`src/rtl/adder_pkg.sv`:
```
// Shared types for the two-requester adder arbiter.
package adder_pkg;

    localparam int WORD_W = 16;

    typedef logic [WORD_W-1:0] word_t;

    typedef enum logic [1:0] {
        IDLE,
        CALC,
        RESP
    } arb_state_t;

endpackage

```
`src/rtl/sixteenbit_adder.sv`:
```
// 16-bit modulo adder with signed-overflow flag.
module sixteenbit_adder
    import adder_pkg::*;
(
    input  word_t a,
    input  word_t b,
    output word_t f,
    output logic  ovf
);

    // Wrap-around sum; overflow when like-signed operands give an unlike-signed result.
    always_comb begin
        f   = a + b;
        ovf = (a[WORD_W-1] == b[WORD_W-1]) && (f[WORD_W-1] != a[WORD_W-1]);
    end

endmodule

```
`src/rtl/adder_arbiter.sv`:
```
// Round-robin arbiter sharing one sixteenbit_adder between two requesters.
// Optional statistics ports/counters are built when ADDER_ARB_STATS_EN is defined.
//
// state | meaning
// IDLE  | offering req_ready to the granted requester
// CALC  | operands latched, adder result captured at the next edge
// RESP  | rsp_valid high, result held until rsp_ready
module adder_arbiter
    import adder_pkg::*;
#(
    parameter int WIDTH = 16
) (
    input  logic                  clk,
    input  logic                  rst,
    input  logic [1:0]            req_valid,
    output logic [1:0]            req_ready,
    input  logic [1:0][WIDTH-1:0] req_a,
    input  logic [1:0][WIDTH-1:0] req_b,
    output logic                  rsp_valid,
    input  logic                  rsp_ready,
    output logic [WIDTH-1:0]      rsp_f,
    output logic                  rsp_ovf,
    output logic                  rsp_id
`ifdef ADDER_ARB_STATS_EN
    ,
    output logic [15:0]           stat_grant0,
    output logic [15:0]           stat_grant1,
    output logic [15:0]           stat_ovf
`endif
);

    arb_state_t state_q, state_d;
    logic       last_grant_q, last_grant_d;
    word_t      a_q, a_d;
    word_t      b_q, b_d;
    logic       id_q, id_d;
    word_t      f_q, f_d;
    logic       ovf_q, ovf_d;

    logic       grant;
    logic       accept;
    logic       rsp_hs;
    word_t      sum;
    logic       sum_ovf;

    sixteenbit_adder u_adder (
        .a   (a_q),
        .b   (b_q),
        .f   (sum),
        .ovf (sum_ovf)
    );

    // Round-robin pick: a lone requester wins, a tie goes away from last_grant.
    always_comb begin
        grant = 1'b0;
        if (req_valid == 2'b11) begin
            grant = ~last_grant_q;
        end else if (req_valid[1]) begin
            grant = 1'b1;
        end
    end

    // State register.
    always_ff @(posedge clk) begin
        if (rst) begin
            state_q <= IDLE;
        end else begin
            state_q <= state_d;
        end
    end

    // Next-state logic.
    always_comb begin
        state_d = state_q;
        case (state_q)
            IDLE:    if (accept) state_d = CALC;
            CALC:    state_d = RESP;
            RESP:    if (rsp_hs) state_d = IDLE;
            default: state_d = IDLE;
        endcase
    end

    // Handshake outputs; everything is held quiet while reset is asserted.
    always_comb begin
        req_ready = 2'b00;
        if (!rst && (state_q == IDLE) && req_valid[grant]) begin
            req_ready[grant] = 1'b1;
        end
        rsp_valid = !rst && (state_q == RESP);
        accept    = |(req_valid & req_ready);
        rsp_hs    = rsp_valid && rsp_ready;
        rsp_f     = f_q;
        rsp_ovf   = ovf_q;
        rsp_id    = id_q;
    end

    // Operand capture on accept, result capture in CALC, grant history on response.
    always_comb begin
        a_d          = a_q;
        b_d          = b_q;
        id_d         = id_q;
        f_d          = f_q;
        ovf_d        = ovf_q;
        last_grant_d = last_grant_q;
        if (accept) begin
            a_d  = req_a[grant];
            b_d  = req_b[grant];
            id_d = grant;
        end
        if (state_q == CALC) begin
            f_d   = sum;
            ovf_d = sum_ovf;
        end
        if (rsp_hs) begin
            last_grant_d = id_q;
        end
    end

    // Datapath registers; last_grant resets to 1 so requester 0 wins the first tie.
    always_ff @(posedge clk) begin
        if (rst) begin
            a_q          <= '0;
            b_q          <= '0;
            id_q         <= 1'b0;
            f_q          <= '0;
            ovf_q        <= 1'b0;
            last_grant_q <= 1'b1;
        end else begin
            a_q          <= a_d;
            b_q          <= b_d;
            id_q         <= id_d;
            f_q          <= f_d;
            ovf_q        <= ovf_d;
            last_grant_q <= last_grant_d;
        end
    end

`ifdef ADDER_ARB_STATS_EN
    logic [15:0] stat_grant0_q, stat_grant0_d;
    logic [15:0] stat_grant1_q, stat_grant1_d;
    logic [15:0] stat_ovf_q, stat_ovf_d;

    // Saturating event counters.
    always_comb begin
        stat_grant0_d = stat_grant0_q;
        stat_grant1_d = stat_grant1_q;
        stat_ovf_d    = stat_ovf_q;
        if (accept && !grant && (stat_grant0_q != 16'hFFFF)) begin
            stat_grant0_d = stat_grant0_q + 16'd1;
        end
        if (accept && grant && (stat_grant1_q != 16'hFFFF)) begin
            stat_grant1_d = stat_grant1_q + 16'd1;
        end
        if (rsp_hs && ovf_q && (stat_ovf_q != 16'hFFFF)) begin
            stat_ovf_d = stat_ovf_q + 16'd1;
        end
    end

    // Counter registers.
    always_ff @(posedge clk) begin
        if (rst) begin
            stat_grant0_q <= '0;
            stat_grant1_q <= '0;
            stat_ovf_q    <= '0;
        end else begin
            stat_grant0_q <= stat_grant0_d;
            stat_grant1_q <= stat_grant1_d;
            stat_ovf_q    <= stat_ovf_d;
        end
    end

    assign stat_grant0 = stat_grant0_q;
    assign stat_grant1 = stat_grant1_q;
    assign stat_ovf    = stat_ovf_q;
`endif

endmodule

```
`config.mk`:
```
export PLATFORM = sky130hd
export DESIGN_NAME = adder_arbiter
export DESIGN_NICKNAME = d
export VERILOG_FILES = /design/src/rtl/adder_pkg.sv /design/src/rtl/sixteenbit_adder.sv /design/src/rtl/adder_arbiter.sv
export SDC_FILE = /design/constraint.sdc
export NUM_CORES = 1
export LEC_CHECK = 0
export BUFFER_PORTS_ARGS = -buffer_cell sky130_fd_sc_hd__buf_2
export CORE_MARGIN = 2
export CORE_UTILIZATION = 56
export DETAILED_ROUTE_END_ITERATION = 10
export GPL_TIMING_DRIVEN = 1
export PLACE_DENSITY = 0.85
export SYNTH_ARGS = -nofsm -noshare
export SYNTH_HDL_FRONTEND = slang
export SYNTH_SLANG_ARGS = --single-unit
```
`constraint.sdc`:
```
create_clock -name clk -period 4.9 [get_ports clk]
set_input_delay 0.49 -clock clk [delete_from_list [all_inputs] [get_ports clk]]
set_output_delay 0.49 -clock clk [all_outputs]
set_load 0.01 [all_outputs]
```
==> run metrics <==
quantity of gates resized following cts 0; Inserted Diodes 0; Vias/cell 5.67; post-synthesis async set-or-reset flop share 0; capturing element type of the critical path output pin; antenna violations before repair 0; utilization after layout 0.691; hold violation total from the final report 0; number of library cell types mapped by synthesis 51; Yosys Warn Count 0; clock network latency to the later pin of the worst-skew pair 300 ps; drt first-iter violations 200; # hold bufs at CTS 0; clock tree from TritonCTS yes; nature of the critical path startpoint input pin; CTS buffer count 5; count leader, synth dfxtp_1; Residual DRC 0; maximum clock insertion buffer count 2; share of the yosys chip area belonging to registers 0.358; Clk pin slew, worst setup/hold paths 90 ps; setup clock skew after layout 4.77 ps; area taken by flip-flops and latches 1060 um2; CP Data Required Time 4410 ps; result of the run complete, no violations; average size of a mapped cell 8.89 um2; crit path DAT 2050 ps; fmax 0.394 GHz; type of the most critical hold path reg2reg; switch share 0.302; Max Cap Violations 0; area fraction of the dominant cell type after synthesis 0.358; routed len/inst 14.1 um; Buf/Inv on CP 3; die boundary width 76.8 um; final global-route overflow total 0; number of buffers inserted by port buffering 89; Initial DRT Pass Iterations 4; minimum clock period after layout 2540 ps; Area growth syn-to-layout 18.8%; power per cell area 310 nW/um2; Synth area leaders dfxtp_1, mux2i_1, a31o_2, ha_1, nor2_1; number of clock sinks 53; share of final-layout standard cells stronger than drive strength 1 0.339; Post-CTS Repair Setup Buffers 0; switching power summed over all nets 0.000331 W; clock network fraction of design power 0.259; RD Place Congestion 0.863; Post-DP HPWL 5290 um; netlist area before placement 2970 um2; Post-Route Hold Slack 458 ps; peak supply drop 0.000181 V; cell type with the largest total area after synthesis dfxtp_1; internal power consumption 0.000764 W; layout filler cell count 433; cell with the largest stage delay on the worst path nor3_1; cell family with the largest share of critical-path delay buffers and inverters; critical path class in2out; Period Utilization, post-route 0.518; post-route setup TNS 0 ps; power share of the combinational group 0.279; Final Setup Violations 0; # rows 26; top_reg_cell synth dfxtp_1; root buffer cell clkbuf_8; library cell appearing most often on the critical path buf_2; sequential group share of total power 0.463; Tot GR Track Use 0.235; chip height 76.8 um; Pins Over Slew Limit 0; largest fanout on the critical path 46; cell area after placement 3420 um2; vias in the first global route 2511; total via count in the routed design 2723; RSZ-0062 raised after global routing false; placeable core area 5110 um2; area of the die 5900 um2; CP cell instances buf_2 > nor3_1 > o21ai_4 > buf_4 > nor2_1 > buf_2; Top Ports 90; post-layout instance area 3530 um2; number of standard cells after synthesis 334; standby leakage power 1.64 nW; starting utilization of the core area 0.581; Rel. slew slack 0.345; multi-input logic area 1800 um2; Crit path largest cell delay 390 ps; count of state elements after synthesis 53; number of flops mapped to enable cells by yosys 0; net count of the mapped netlist 419; first-pass GRT wire length 11500 um; overall power after layout 0.00109 W; final wirelength 6780 um; pin count of the biggest net entering global routing 47; antenna violation net count after detailed routing 0; leading cell types by count after synthesis dfxtp_1, nor2_1, a31o_2, mux2i_1, nand2_1; actual transition at the worst max-transition pin 978 ps; depth of the CTS H-tree 2; net total in the final layout 495
## per-stage QoR
stage               worst slack [ps]  cells
global placement                2420    473
floorplan                       2590    334
global route                    2180    480
CTS                             2370    480
finish                          2360    480
detailed placement              2380    473
## placed cells by master (no fill, tap or decap), types with 2 or more instances in the layout
master | Yosys | layout
mux2i_1 | 34 | 34
a21oi_1 | 22 | 22
o21a_1 | 2 | 2
o21ai_0 | 13 | 13
nand2b_1 | 3 | 3
clkbuf_8 | 1 | 5
a31o_2 | 34 | 34
a31oi_1 | 4 | 4
o211ai_1 | 6 | 6
dfxtp_1 | 53 | 53
a21o_1 | 6 | 6
nor3_1 | 6 | 6
and2_1 | 2 | 2
inv_1 | 2 | 2
a211oi_1 | 4 | 4
buf_2 | 3 | 89
buf_4 | 0 | 3
nor3b_1 | 2 | 2
xnor2_1 | 5 | 5
and3_1 | 2 | 2
ha_1 | 15 | 15
nand2_1 | 26 | 26
nor2_1 | 44 | 44
xor2_1 | 3 | 3
## area by class of cell
type	instances	share of cell area
timing repair buffer	92	0.133
clock buffer	5	0.0195
multi-input combinational	256	0.510
clock inverter	2	0.00993
inverter	2	0.00213
sequential	53	0.301
tap	70	0.0248
## metal layers
metal	part of all wire	track usage	up-vias
li1	-	-	1377
met1	0.48	0.324	1256
met2	0.46	0.374	84
met3	0.056	0.0518	6
met4	0.0084	0.0618	0
met5	0	0	-
## worst paths after layout
kind | start | to | slack (ps) | cells past startpoint
setup / recovery | rst | req_ready[0] | 2360 | 6
hold / removal | rsp_f[5]$_SDFFE_PP0N_ | rsp_f[5]$_SDFFE_PP0N_ | 460 | 2
setup reg to reg | a_q[0]$_SDFFE_PP0P_ | rsp_f[12]$_SDFFE_PP0N_ | 2380 | 7
hold reg to reg | rsp_f[5]$_SDFFE_PP0N_ | rsp_f[5]$_SDFFE_PP0N_ | 460 | 2
## sequential cells by signal (all words and copies together) (netlist names)
name          cells
rsp_f            16
b_q              16
rsp_ovf           1
state_q           2
a_q              16
last_grant_q      1
rsp_id            1
## power by group through the flow
stage                     logic [W]  registers (W)  clock network (W)
final                      0.000305       0.000507           0.000283
after global routing       0.000337       0.000513           0.000306
after CTS                  0.000303       0.000507           0.000287
after detailed placement   0.000302       0.000516                  0
after global placement     0.000297       0.000515                  0
after floorplan            0.000215       0.000515                  0
## kinds of logic after synthesis
| family | count (synthesis) | share of synthesized area |
|---|---|---|
| compound gates | 102 | 0.246 |
| simple gates | 96 | 0.144 |
| flops | 53 | 0.358 |
| mux | 34 | 0.115 |
| buf+inv | 25 | 0.0438 |
| fa+ha+maj | 16 | 0.0700 |
| xor+xnor | 8 | 0.0236 |
## tightest hold or removal path: cells and delay by family (launching register included)
family / cells / cell delay [ps]
compound gates: 1 / 50
flops: 1 / 320
simple gates: 1 / 50
(Power assumes the default switching activity.)
